### src/rtl/pwm_duty_ctrl_if.sv
// pwm_duty_ctrl_if: tick/button inputs and PWM/duty outputs of the duty controller
interface pwm_duty_ctrl_if #(parameter int PWM_W = 8);
  logic slow_clk;
  logic btn_up;
  logic btn_dn;
  logic pwm_out;
  logic [PWM_W-1:0] duty;
  logic at_max;
  logic at_min;
  modport master (output slow_clk, btn_up, btn_dn, input pwm_out, duty, at_max, at_min);
  modport slave (input slow_clk, btn_up, btn_dn, output pwm_out, duty, at_max, at_min);
endinterface

### src/rtl/pwm_duty_ctrl.sv
// pwm_duty_ctrl: debounced up/down buttons with hold-to-repeat step a duty register driving a glitch-free PWM
module pwm_duty_ctrl #(
  parameter int PWM_W      = 8,
  parameter int DUTY_INIT  = 128,
  parameter int DUTY_STEP  = 16,
  parameter int DEB_TICKS  = 3,
  parameter int HOLD_TICKS = 50,
  parameter int REP_TICKS  = 10
) (
  input logic clk,
  input logic rst_n,
  pwm_duty_ctrl_if.slave bus
);
  localparam int DW = $clog2(DEB_TICKS + 1);
  localparam int HW = $clog2(HOLD_TICKS + 1);
  localparam int RW = $clog2(REP_TICKS + 1);
  localparam logic [PWM_W:0] MAX = {1'b0, {PWM_W{1'b1}}};
  localparam logic [PWM_W:0] STEP = (PWM_W+1)'(DUTY_STEP);
  localparam logic [PWM_W-1:0] INIT = PWM_W'(DUTY_INIT);
  localparam logic [1:0] IDLE = 2'd0, HOLD = 2'd1, REPEAT = 2'd2;
  logic slow_d, tick;
  logic [1:0] up_s, dn_s;
  logic deb_up, deb_dn;
  logic [DW-1:0] up_cnt, dn_cnt;
  logic cmd_up, cmd_dn, same, hold_done, rep_done, do_step, step_dir;
  logic [1:0] state;
  logic dir;
  logic [HW-1:0] hold_cnt;
  logic [RW-1:0] rep_cnt;
  logic [PWM_W-1:0] duty, duty_act, cnt, up_val, dn_val;
  logic [PWM_W:0] sum;
  logic pwm;
  assign tick = bus.slow_clk ^ slow_d;
  always_ff @(posedge clk or negedge rst_n)
    if (!rst_n) begin
      slow_d <= 1'b0;
      up_s <= '0;
      dn_s <= '0;
    end else begin
      slow_d <= bus.slow_clk;
      up_s <= {up_s[0], bus.btn_up};
      dn_s <= {dn_s[0], bus.btn_dn};
    end
  // a level is accepted only after DEB_TICKS consecutive tick samples disagree with it
  always_ff @(posedge clk or negedge rst_n)
    if (!rst_n) begin
      deb_up <= 1'b0;
      deb_dn <= 1'b0;
      up_cnt <= '0;
      dn_cnt <= '0;
    end else if (tick) begin
      if (up_s[1] != deb_up) begin
        if (up_cnt == DW'(DEB_TICKS - 1)) begin
          deb_up <= up_s[1];
          up_cnt <= '0;
        end else up_cnt <= up_cnt + DW'(1);
      end else up_cnt <= '0;
      if (dn_s[1] != deb_dn) begin
        if (dn_cnt == DW'(DEB_TICKS - 1)) begin
          deb_dn <= dn_s[1];
          dn_cnt <= '0;
        end else dn_cnt <= dn_cnt + DW'(1);
      end else dn_cnt <= '0;
    end
  always_comb begin
    cmd_up = deb_up & ~deb_dn;
    cmd_dn = deb_dn & ~deb_up;
    same = dir ? cmd_up : cmd_dn;
    hold_done = hold_cnt == HW'(HOLD_TICKS - 1);
    rep_done = rep_cnt == RW'(REP_TICKS - 1);
    do_step = tick & ((state == IDLE) ? (cmd_up | cmd_dn) :
                      same & ((state == HOLD) ? hold_done : rep_done));
    step_dir = (state == IDLE) ? cmd_up : dir;
    sum = {1'b0, duty} + STEP;
    up_val = (sum > MAX) ? MAX[PWM_W-1:0] : sum[PWM_W-1:0];
    dn_val = ({1'b0, duty} < STEP) ? '0 : duty - STEP[PWM_W-1:0];
  end
  // a dropped or reversed command always returns to IDLE without stepping
  always_ff @(posedge clk or negedge rst_n)
    if (!rst_n) begin
      state <= IDLE;
      dir <= 1'b0;
      hold_cnt <= '0;
      rep_cnt <= '0;
    end else if (tick) begin
      case (state)
        IDLE:
          if (cmd_up | cmd_dn) begin
            state <= HOLD;
            dir <= cmd_up;
            hold_cnt <= '0;
          end
        HOLD:
          if (!same) state <= IDLE;
          else if (hold_done) begin
            state <= REPEAT;
            rep_cnt <= '0;
          end else hold_cnt <= hold_cnt + HW'(1);
        REPEAT:
          if (!same) state <= IDLE;
          else rep_cnt <= rep_done ? '0 : rep_cnt + RW'(1);
        default: state <= IDLE;
      endcase
    end
  always_ff @(posedge clk or negedge rst_n)
    if (!rst_n) duty <= INIT;
    else if (do_step) duty <= step_dir ? up_val : dn_val;
  // the active duty is only reloaded on the last count so a period is never cut short
  always_ff @(posedge clk or negedge rst_n)
    if (!rst_n) begin
      cnt <= '0;
      duty_act <= INIT;
      pwm <= 1'b0;
    end else begin
      cnt <= cnt + PWM_W'(1);
      if (&cnt) duty_act <= duty;
      pwm <= cnt < duty_act;
    end
  assign bus.pwm_out = pwm;
  assign bus.duty = duty;
  assign bus.at_max = &duty;
  assign bus.at_min = ~|duty;
endmodule

### src/flat_wrapper.sv
// flat-port wrapper written by rule: the top's interface ports become plain ports
module pwm_duty_ctrl_flat 
#(
  parameter int PWM_W      = 8,
  parameter int DUTY_INIT  = 128,
  parameter int DUTY_STEP  = 16,
  parameter int DEB_TICKS  = 3,
  parameter int HOLD_TICKS = 50,
  parameter int REP_TICKS  = 10
)
  (clk, rst_n, bus_slow_clk, bus_btn_up, bus_btn_dn, bus_pwm_out, bus_duty, bus_at_max, bus_at_min);
  pwm_duty_ctrl_if #(.PWM_W(PWM_W)) bus_i ();
  input logic clk;
  input logic rst_n;
  input wire logic [$bits(bus_i.slow_clk)-1:0] bus_slow_clk;
  input wire logic [$bits(bus_i.btn_up)-1:0] bus_btn_up;
  input wire logic [$bits(bus_i.btn_dn)-1:0] bus_btn_dn;
  output wire logic [$bits(bus_i.pwm_out)-1:0] bus_pwm_out;
  output wire logic [$bits(bus_i.duty)-1:0] bus_duty;
  output wire logic [$bits(bus_i.at_max)-1:0] bus_at_max;
  output wire logic [$bits(bus_i.at_min)-1:0] bus_at_min;
  assign bus_i.slow_clk = bus_slow_clk;
  assign bus_i.btn_up = bus_btn_up;
  assign bus_i.btn_dn = bus_btn_dn;
  assign bus_pwm_out = bus_i.pwm_out;
  assign bus_duty = bus_i.duty;
  assign bus_at_max = bus_i.at_max;
  assign bus_at_min = bus_i.at_min;
  pwm_duty_ctrl #(.PWM_W(PWM_W), .DUTY_INIT(DUTY_INIT), .DUTY_STEP(DUTY_STEP), .DEB_TICKS(DEB_TICKS), .HOLD_TICKS(HOLD_TICKS), .REP_TICKS(REP_TICKS)) u_core (.clk(clk), .rst_n(rst_n), .bus(bus_i));
endmodule
### config.mk
export PLATFORM = sky130hd
export DESIGN_NAME = pwm_duty_ctrl_flat
export DESIGN_NICKNAME = d
export VERILOG_FILES = /design/src/rtl/pwm_duty_ctrl_if.sv /design/src/rtl/pwm_duty_ctrl.sv /design/src/flat_wrapper.sv
export SDC_FILE = /design/constraint.sdc
export NUM_CORES = 1
export LEC_CHECK = 0
export CORE_AREA = 2 2 97 61
export CTS_BUF_LIST = sky130_fd_sc_hd__clkbuf_8 sky130_fd_sc_hd__clkbuf_16
export CTS_CLUSTER_SIZE = 24
export DETAILED_ROUTE_END_ITERATION = 8
export DIE_AREA = 0 0 99 63
export DONT_BUFFER_PORTS = 1
export SYNTH_ARGS = -nofsm -noshare
export SYNTH_HDL_FRONTEND = slang
export SYNTH_SLANG_ARGS = --single-unit
### constraint.sdc
create_clock -name clk -period 3.1 [get_ports clk]
set_clock_uncertainty 0.2 [all_clocks]
set_input_delay 0.31 -clock clk [delete_from_list [all_inputs] [get_ports clk]]
set_output_delay 0.31 -clock clk [all_outputs]
set_load 0.01 [all_outputs]
[Yosys cells after proc, flatten, opt, wreduce, memory -nomap -nowiden]
Index checks and enable logic that the tools add are counted.
Storage, ports and cells
  flip-flop bits (word level): 49
  logic and storage cells: 86
  output and inout port bits: 11
  input port bits: 5
Operators by class
  multiplexer cells: 25
  reduce and logical (&&, ||, !) cells: 13
  magnitude comparators: 3
  equal/unequal tests: 15
  add/sub/neg operators: 7
  bitwise operators: 8
Operators with widths (count)
  $mux W8: 3
  $mux W6: 3
  $mux W2: 8
  $mux W4: 4
  $reduce_and A8 Y1: 2
  $pmux W6 S2: 1
  $reduce_and A5 Y1: 2
  $add A8 B5 Y9 const B: 1
  $gt A9 B8 Y1 const B: 1
  $reduce_and A3 Y1: 3
  $add A8 B1 Y8 const B: 1
  $lt A8 B5 Y1 const B: 1
  $lt A8 B8 Y1: 1
  $pmux W4 S2: 1
  $reduce_or A8 Y1: 1
  $sub A8 B5 Y8 const B: 1
  $add A6 B1 Y6 const B: 1
  $eq A2 B2 Y1 const B: 3
  $eq A6 B6 Y1 const B: 1
  $ne A2 B1 Y1 const B: 3
  $ne A2 B2 Y1 const B: 3
  $pmux W2 S3: 1
  $add A2 B1 Y2 const B: 2
  $add A4 B1 Y4 const B: 1
  other kinds (13): 22

[Longest topological paths before layout]
  depth in word-level cells: 6
  depth in mapped cells: 7
  depth with buffers taken out: 7

[Worst setup path before layout]
OpenSTA, ideal clock, no wires.
  path kind: reg2reg
  from: reg u_core.duty[4], in the netlist u_core.bus.duty[4]
  to: reg u_core.duty[5], in the netlist u_core.bus.duty[5]
  cell stages (with the launch flop): 8
  clock period less this slack: 2.177 ns
  data arrival time: 1.849 ns
  setup slack: 0.923 ns
  path buffers: 0
  library setup time: 0.128 ns
  data required time: 2.772 ns
  cell sequence: dfrtp_1 -> inv_1 -> ha_1 -> nor4bb_1 -> maj3_1 -> nand3_1 -> nand3_1 -> mux2_1
Between the ends
  longest elaborated chain between the ends: 4
  elaborated cells on any way between the ends: 7
  classes of those cells: add/sub: 2; order compare: 2; mux: 3
RTL lines
  start: declaration: line pwm_duty_ctrl.sv:30  | logic [PWM_W-1:0] duty, duty_act, cnt, up_val, dn_val;
  start signal: assignment: line pwm_duty_ctrl.sv:107  | else if (do_step) duty <= step_dir ? up_val : dn_val;
  $add A8 B5 Y9: line pwm_duty_ctrl.sv:74  | sum = {1'b0, duty} + STEP;
  $gt A9 B8 Y1: line pwm_duty_ctrl.sv:75  | up_val = (sum > MAX) ? MAX[PWM_W-1:0] : sum[PWM_W-1:0];
  $mux W8: line pwm_duty_ctrl.sv:75
  $mux W8 (*): line pwm_duty_ctrl.sv:107
Mark *: on every way between the ends. The rest lies on a longest branch, timed or not.
A chain may end at the register's enable or synchronous reset.

[Worst setup path after layout]
  from: reg u_core.duty[4], in the netlist u_core.bus.duty[4]
  to: reg u_core.duty[6], in the netlist u_core.bus.duty[6]
The elaborated chain is that of the path after synthesis.

==> flow_metrics.tcl <==
set metrics [dict create \
    finalSetupViolCount 0 \
    avgSynthCellArea_um2 10.04 \
    yosysUniqueCellTypes 55 \
    worst_hold_path.endpoint "u_core.state[0]$_DFFE_PN0P_" \
    fmax_mhz 420.8 \
    powerDensity_nw_per_um2 724.5 \
    syn2layout_area_growth_pct 10.22 \
    hold_viol_final 0 \
    wire_per_inst_um 14.41 \
    layout.nets 262 \
    synthCells 234 \
    grt_max_degree 44 \
    fin_util_pct 48.08 \
    path_clk_slew_ns 0.09 \
    rows 21 \
    synth_nets 257 \
    power_w 0.001876 \
    tightest_slew_ns 0.5362 \
    grt_pass1_wl_mm 7.997 \
    ys_ff_latch 43 \
    insertion_delay_ns 0.30 \
    dr.first_iter.drc_count 75 \
    path_buf_inv 1 \
    cts_setup_buffers 0 \
    final_antenna_net_count 0 \
    drive_gt1_share_pct 9.583 \
    regArea_um2 1079 \
    dieWidth_um 99 \
    ctsHoldBuffers 5 \
    cellLeakagePower_nw 1.163 \
    hp-class "input pin to flip-flop" \
    drv_slew 0 \
    cts_sinks 43 \
    cp.required_ns 3.09 \
    reg2reg_to "u_core.bus.duty[6]$_DFFE_PN0P_" \
    synth.area.top_cells "dfrtp_1 44%, ha_1 9.6%, nand2_1 3.5%" \
    min_period_ns 2.376 \
    reg2regPathDepth 7 \
    maxSlewHeadroom_pct 63.23 \
    cap_violations 0 \
    drt-total-wl_mm 4.453 \
    numCtsBuffers 5 \
    crit_type "flip-flop to flip-flop" \
    numPortBuffers 0 \
    synth_ff_type "dfrtp_1" \
    io_pins 16 \
    fillers 487 \
    ys_warn_count 0 \
    vias_per_cell 5.265 \
    ir_worst_vdd_mv 0.3994 \
    floorplan.initialDensity_pct 43.62 \
    async_flop_share_pct 100.0 \
    synthesis.area_um2 2350 \
    whs_path_depth 3 \
    design.die.area_um2 6237 \
    synth_edf_count 0 \
    n_antenna_cell 0 \
    worstSetupEndpointType "flip-flop" \
    crit_arrival_ns 2.36 \
    status "finished, final reports clean" \
    fin_crit_sh_pct 76.65 \
    startpoint_type "flip-flop" \
    grt_pass1_vias 1550 \
    rsz0062_at_grt "false" \
    dp_hpwl_mm 3.133 \
    cts_tree "yes" \
    synth_top_area_cell "dfrtp_1" \
    ctsRootBufferMaster "clkbuf_8" \
    die_y_um 63 \
    yosys.area.top_type_share_pct 43.66 \
    core_area_um2 5386 \
    finalSetupTns_ns 0 \
    worst_hold_slack_ns 0.1167 \
    overflow 0 \
    multi_input_area_um2 1172 \
    cts_resized 0 \
    grt_usage_pct 16.20 \
    hold_start "bus_slow_clk" \
    crit_path_cell_trace "inv_1 > ha_1 > nor4bb_1 > maj3_1 > nand3_1 > nand3_1 > mux2_1" \
    crit_top_cell "nand3_1" \
    yosysSeqAreaShare_pct 45.90 \
    first_pass_iters 4 \
    grt_antenna_before_repair 0 \
    num_vias 1627 \
    critical_path.top_delay_family "adder cells" \
    regToRegSetupSlack_ns 0.72 \
    path_max_fanout 9 \
    synth_most_common_cell "dfrtp_1" \
    crit_slowest_cell "dfrtp_1" \
    netlist_top_cells_count "41 x dfrtp_1, 22 x nand2_1, 18 x ha_1" \
    ctsHtreeMaxLevel 2 \
    drcViolationCount 0 \
    gp_congestion 0.8488 \
    reg2reg_from "u_core.bus.duty[4]$_DFFE_PN0P_" \
    cp_slowest_stage_delay_ns 0.56 \
    cts_buffer_depth 2 \
]
[cells by family (layout without fill, tap and decap cells)]
logic type,count (synthesis),count (layout),share of synthesized area [%]
buffers and inverters,23,29,4.206
multiplexers,7,7,3.248
AO/OA/AOI/OAI,54,54,15.18
adder cells (fa/ha/maj),19,19,10.01
XOR/XNOR,12,12,4.792
flip-flops,43,43,45.90
AND/OR/NAND/NOR,76,76,16.67
[where the power goes]
part	total (W)	switching [W]	internal (W)
Combinational	0.000604	0.000341	0.000263
Clock	0.000461	0.000200	0.000261
Sequential	0.000811	0.000159	0.000652
[layout by cell type, fill, tap and decap left out, drive strengths merged, types with 2 or more instances in the layout]
cell         netlist  routed
nand2b             4       4
nor2              17      17
nand3             12      12
mux2i              2       2
a21oi              7       7
nor3b              2       2
dfrtp             41      41
nor3               3       3
o22ai              2       2
o21ai             20      20
nand3b             2       2
clkbuf             5       6
inv               14      14
o31ai              4       4
a31oi              2       2
ha                18      18
and3               2       2
dfstp              2       2
a21o               4       4
nand2             22      22
a211o              2       2
or2                2       2
buf                4       3
o2bb2ai            2       2
xor2               6       6
dlygate4sd3        0       4
mux2               5       5
a22o               2       2
xnor2              6       6
[worst max-delay path by stage]
| stage | startpoint | end | slack [ns] | depth (start not counted) |
|---|---|---|---|---|
| floorplan | u_core.bus.duty[4]$_DFFE_PN0P_ | u_core.bus.duty[5]$_DFFE_PN0P_ | 0.92 | 7 |
| global placement | u_core.bus.duty[4]$_DFFE_PN0P_ | u_core.bus.duty[6]$_DFFE_PN0P_ | 0.81 | 7 |
| detailed placement | u_core.bus.duty[4]$_DFFE_PN0P_ | u_core.bus.duty[5]$_DFFE_PN0P_ | 0.76 | 7 |
| CTS | u_core.bus.duty[4]$_DFFE_PN0P_ | u_core.bus.duty[5]$_DFFE_PN0P_ | 0.75 | 7 |
| global route | u_core.bus.duty[4]$_DFFE_PN0P_ | u_core.bus.duty[5]$_DFFE_PN0P_ | 0.58 | 7 |
| finish | u_core.bus.duty[4]$_DFFE_PN0P_ | u_core.bus.duty[6]$_DFFE_PN0P_ | 0.72 | 7 |
[worst min-delay path, delay by kind of cell]
| kind | cells | cell delay (ns) |
|---|---|---|
| XOR/XNOR | 1 | 0.12 |
| AO/OA/AOI/OAI | 1 | 0.05 |
| AND/OR/NAND/NOR | 1 | 0.10 |
[through the flow]
stage          setup WS (ns)  cell area [um^2]  cells
6_report              0.7238              2590    309
5_1_grt               0.5754              2590    309
4_1_cts               0.7495              2590    309
3_5_place_dp          0.7647              2405    296
3_3_place_gp          0.8095              2405    296
2_1_floorplan         0.9232              2350    234
[registers in the layout, indices dropped and copies added (netlist names)]
signal / cells
u_core.bus.duty: 5
u_core.bus.pwm_out: 1
u_core.cnt: 8
u_core.deb_dn: 1
u_core.deb_up: 1
u_core.dir: 1
u_core.dn_cnt: 2
u_core.dn_s: 2
u_core.duty_act: 5
u_core.hold_cnt: 6
u_core.rep_cnt: 4
u_core.slow_d: 1
u_core.state: 2
u_core.up_cnt: 2
u_core.up_s: 2
[area by class of cell]
type,instances,area share (%)
Clock buffer,6,3.188
Clock inverter,2,1.353
Inverter,14,2.029
Multi-Input combinational cell,168,45.27
Sequential cell,43,41.64
Tap cell,69,3.333
Timing Repair Buffer,7,3.188
[routing by layer]
| metal | wire length [um] | vias to the layer above | global-route usage [%] |
|---|---|---|---|
| met3 | 251 | 5 | 4.586 |
| met5 | 0 | - | 0 |
| met4 | 59 | 0 | 4.623 |
| li1 | - | 829 | - |
| met1 | 2505 | 757 | 26.73 |
| met2 | 1636 | 36 | 19.68 |
(Power assumes the default switching activity.)
